[src/rtl/qmem_ram_bridge.sv]
// Bridges a 32-bit QMEM slave port onto a 16-bit synchronous RAM.
// Each word access is split into a big-endian high/low halfword phase.
module qmem_ram_bridge #(
    parameter int QAW = 22,
    parameter int WS  = 1
) (
    input  logic           clk,
    input  logic           rst,
    input  logic           qs_cs,
    input  logic           qs_we,
    input  logic [QAW-1:0] qs_adr,
    input  logic [3:0]     qs_sel,
    input  logic [31:0]    qs_dat_w,
    output logic [31:0]    qs_dat_r,
    output logic           qs_ack,
    output logic           qs_err,
    output logic [QAW-2:0] mem_adr,
    output logic           mem_cs,
    output logic           mem_we,
    output logic [1:0]     mem_be,
    output logic [15:0]    mem_dat_w,
    input  logic [15:0]    mem_dat_r,
    output logic           busy
);

    typedef enum logic [1:0] {IDLE, HI, LO, ACK} state_t;

    localparam logic [3:0] WS_L = 4'(WS);

    state_t         state, state_nxt;
    logic [QAW-3:0] adr_q;
    logic           we_q;
    logic [3:0]     sel_q;
    logic [31:0]    dat_q;
    logic           err_q;
    logic [3:0]     wcnt;
    logic           phase_end;
    logic           accept;
    logic           unused_adr_lsb;

    // Word-aligned: the byte offset within the word is carried by qs_sel.
    assign unused_adr_lsb = ^qs_adr[1:0];

    assign phase_end = (wcnt == 4'd0);
    assign accept    = (state == IDLE) && qs_cs;

    always_ff @(posedge clk) begin
        if (rst) state <= IDLE;
        else     state <= state_nxt;
    end

    always_comb begin
        state_nxt = state;
        case (state)
            IDLE: if (qs_cs) begin
                if (|qs_sel[3:2])      state_nxt = HI;
                else if (|qs_sel[1:0]) state_nxt = LO;
                else                   state_nxt = ACK;
            end
            HI:  if (phase_end) state_nxt = (|sel_q[1:0]) ? LO : ACK;
            LO:  if (phase_end) state_nxt = ACK;
            ACK: state_nxt = IDLE;
            default: state_nxt = IDLE;
        endcase
    end

    always_ff @(posedge clk) begin
        if (rst) begin
            adr_q    <= '0;
            we_q     <= 1'b0;
            sel_q    <= 4'd0;
            dat_q    <= 32'd0;
            err_q    <= 1'b0;
            wcnt     <= 4'd0;
            qs_dat_r <= 32'd0;
        end else begin
            if (accept) begin
                adr_q <= qs_adr[QAW-1:2];
                we_q  <= qs_we;
                sel_q <= qs_sel;
                dat_q <= qs_dat_w;
                err_q <= (qs_sel == 4'd0);
                // Reads start from zero so a skipped half returns 0; writes keep old data.
                if (!qs_we) qs_dat_r <= 32'd0;
            end
            if ((state_nxt != state) && (state_nxt == HI || state_nxt == LO))
                wcnt <= WS_L;
            else if (!phase_end)
                wcnt <= wcnt - 4'd1;
            if (state == HI && phase_end && !we_q) qs_dat_r[31:16] <= mem_dat_r;
            if (state == LO && phase_end && !we_q) qs_dat_r[15:0]  <= mem_dat_r;
        end
    end

    always_comb begin
        mem_cs    = 1'b0;
        mem_we    = 1'b0;
        mem_be    = 2'b00;
        mem_adr   = '0;
        mem_dat_w = 16'd0;
        qs_ack    = (state == ACK);
        qs_err    = (state == ACK) && err_q;
        busy      = (state != IDLE);
        case (state)
            HI: begin
                mem_cs    = 1'b1;
                mem_we    = we_q;
                mem_adr   = {adr_q, 1'b0};
                mem_be    = sel_q[3:2];
                mem_dat_w = dat_q[31:16];
            end
            LO: begin
                mem_cs    = 1'b1;
                mem_we    = we_q;
                mem_adr   = {adr_q, 1'b1};
                mem_be    = sel_q[1:0];
                mem_dat_w = dat_q[15:0];
            end
            default: ;
        endcase
    end

endmodule

[config.mk]
export PLATFORM = sky130hd
export DESIGN_NAME = qmem_ram_bridge
export DESIGN_NICKNAME = d
export VERILOG_FILES = /design/src/rtl/qmem_ram_bridge.sv
export SDC_FILE = /design/constraint.sdc
export NUM_CORES = 1
export LEC_CHECK = 0
export CAP_MARGIN = 20
export CORE_MARGIN = 3
export CORE_UTILIZATION = 40
export CTS_CLUSTER_DIAMETER = 60
export DETAILED_ROUTE_END_ITERATION = 10
export GPL_TIMING_DRIVEN = 0
export HOLD_SLACK_MARGIN = 0.02
export PLACE_DENSITY_LB_ADDON = 0.15
export SYNTH_ARGS = -nofsm -noshare
export SYNTH_HDL_FRONTEND = slang
export SYNTH_SLANG_ARGS = --single-unit
[constraint.sdc]
create_clock -name clk -period 1.81 [get_ports clk]
set_clock_uncertainty 0.05 [all_clocks]
set_input_delay 0.2715 -clock clk [delete_from_list [all_inputs] [get_ports clk]]
set_output_delay 0.2715 -clock clk [all_outputs]
set_load 0.05 [all_outputs]
==> impl_metrics.ini <==
[synth]
synth.distinct_cells = 36
yosysWarnings = 0
synth-edff-count = 0
yosysTopAreaCell = dfxtp_1
synth_most_common_cell = nand2_1
ys_async_sr_fraction_pct = 0
synth_top_flop_cell = dfxtp_1
syn_nets = 566
ys_ff_latch = 96
synthesis.area_um2 = 4040
synthTopCellsByArea = dfxtp_1 (48%), nand2_1 (11%), a21oi_1 (7.4%), a22oi_1 (6.7%), a22oi_2 (4.3%)
synthTopCellsByCount = nand2_1 (116), dfxtp_1 (96), a21oi_1 (60), nor2_1 (41), a22oi_1 (36)
ys_seq_area_share_pct = 47.5
synth.avg_cell_area_um2 = 8.41
synth_cells = 481
yosysTopAreaCellShare_pct = 47.5

[worst_setup_path]
r2r_cells = 8
critPathMaxFanout = 5
startpoint_type = flop
worstSetupPathType = reg -> out
end_kind = output pin
cp.arrival_ns = 1.85
required_ns = 1.49

[die]
coreArea_um2 = 9820
die_area_um2 = 11400
start_util_pct = 41.2
ioPinCount = 154
rows = 36
die_y_um = 107
fp.dieW_um = 107

[clock_network]
clock_path_buffers = 2
clk_latency_ns = 0.36
root_buffer = clkbuf_8
cts_tree = built
cts_sinks = 96
clk_pin_slew_ns = 0.10
cts_hold_buffers = 0
htree_levels = 3
numCtsBuffers = 9

[route]
num_vias = 4205
avgViaCountPerCell = 5.13
drtIter0Drc = 153
drc = 0
wirelength_mm = 13.9
wl_per_cell_um = 16.9
ant_nets = 0
dr.pass1.iters = 4

[grt]
grt_pass1_wl_mm = 21.5
gr-usage-all-layers_pct = 23.8
grt_pass1_vias = 4274
grt_antenna_before_repair = 0
grt_max_degree = 16
grt-ovfl-total = 0

[status]
failed_checks = setup timing
status = finished with violations

[timing]
period_minus_slack_ns = 2.17
fmax_mhz = 460
final-max-slew-violation-count = 0
rsz0062_at_grt = true
slew_headroom_pct = 60.9
worstMarginPinSlew_ns = 0.587
hold_violations = 0
fin_setup_tns_ns = -13.76
fin_crit_sh_pct = 120
setup_viol = 75
fin_ws_ns = -0.364

[cells_and_area]
layout.nets = 766
fillers = 765
areaGrowthSynthToFinish_pct = 77.8
final_area_um2 = 7190
fin_cells = 819
drive_gt1_share_pct = 35.1
n_antenna_cell = 0

[pwr]
p_leak_nw = 2.83
pwr_density_cell_nw_per_um2 = 992
ir_drop_mv = 0.494

[placement]
portBuffers = 150
dpl_cell_area_um2 = 5940
place_hpwl_mm = 8.88
dp.cells = 764
gp_congestion = 0.821

[worst_hold_path]
holdPathStages = 3
hold_path_class = in -> reg

[job]
maxCapViolations = 0
where the power goes:
group	internal, mW	switching, mW	leakage (nW)
combinational	1.44	1.49	1.93
sequential	2.33	0.159	0.786
clock	0.958	0.759	0.124
final timing paths:
| kind | slack [ns] | startpoint | to |
|---|---|---|---|
| setup / recovery | -0.36 | state[0]$_SDFF_PP0_ | mem_adr[17] |
| hold / removal | 0.40 | qs_adr[4] | adr_q[2]$_SDFFE_PP0P_ |
| setup reg to reg | -0.21 | wcnt[1]$_SDFFE_PP0P_ | wcnt[1]$_SDFFE_PP0P_ |
| hold reg to reg | 0.41 | adr_q[8]$_SDFFE_PP0P_ | adr_q[8]$_SDFFE_PP0P_ |
critical path: stages, from the launching register on:
cell and delay, ns:
dfxtp_4 0.38, buf_12 0.13, ha_4 0.17, buf_8 0.13, o21a_4 0.25, clkbuf_16 0.16, and2_4 0.14, buf_8 0.14
cell usage in the layout (no fill, tap or decap), types with 3 or more instances in the layout:
cell | Yosys | routed
ha_4 | 0 | 5
clkbuf_8 | 0 | 13
dlygate4sd2_1 | 0 | 32
nor2b_2 | 0 | 6
clkbuf_4 | 0 | 3
a22oi_2 | 14 | 50
clkbuf_1 | 29 | 17
dfxtp_1 | 96 | 92
and2_4 | 0 | 22
clkdlybuf4s50_1 | 0 | 74
nor2b_4 | 0 | 12
nor2_1 | 41 | 40
nor3b_4 | 2 | 3
nand2_1 | 116 | 116
buf_6 | 4 | 28
buf_4 | 1 | 24
bufinv_16 | 0 | 3
buf_12 | 0 | 5
a21oi_1 | 60 | 59
clkbuf_16 | 0 | 6
buf_8 | 0 | 28
area by class of cell:
cell class	count	area [um2]	area share, %
flip-flops and latches	96	1930	26.9
clock inverters	5	104	1.44
well taps	133	166	2.31
inverters	5	28.8	0.400
plain buffers	36	338	4.70
clock buffers	11	141	1.97
multi-input cells	343	2440	33.9
repair buffers	190	2040	28.4
per-layer routing:
| metal | up-vias | routed length, um | GRT usage, % |
|---|---|---|---|
| met1 | 2012 | 5730 | 28.4 |
| met3 | 25 | 898 | 5.71 |
| met5 | - | 0 | 0 |
| met2 | 153 | 6920 | 41.6 |
| met4 | 0 | 310 | 8.68 |
| li1 | 2015 | - | - |
logic make-up after synthesis:
logic type	count (synthesis)	synth area share (%)
AOI/OAI and AO/OA	120	20.7
xor gates and xnor gates	1	0.217
adders and majority gates	7	2.17
buffers and inverters	42	4.73
DFF	96	47.5
muxes	1	0.340
and+or+nand+nor	214	24.3
flip-flops by register name, summed over array words and instances, names as in the netlist:
register / count
we_q: 1
wcnt: 4
adr_q: 20
sel_q: 4
state: 2
dat_q: 32
err_q: 1
qs_dat_r: 32
what timing repair did:
| item | in CTS | in global routing |
|---|---|---|
| endpoints found under the setup margin | 133 | 112 |
| gates resized for setup | 451 | 37 |
| gates cloned | 6 | 2 |
| pin swaps | 56 | 31 |
| setup buffers | 24 | 10 |
metrics by stage:
stage	setup slack (ns)	total power [mW]	utilization, %	hold WS [ns]
4_1_cts	-0.363	6.89	71.6	0.394
3_3_place_gp	-0.932	4.51	60.5	0.388
5_1_grt	-0.406	7.41	73.2	0.395
3_5_place_dp	-0.975	4.56	60.5	0.392
6_report	-0.364	7.13	73.2	0.397
2_1_floorplan	-0.137	3.92	-	0.357
Note: power is estimated with default switching activity, not from simulation.
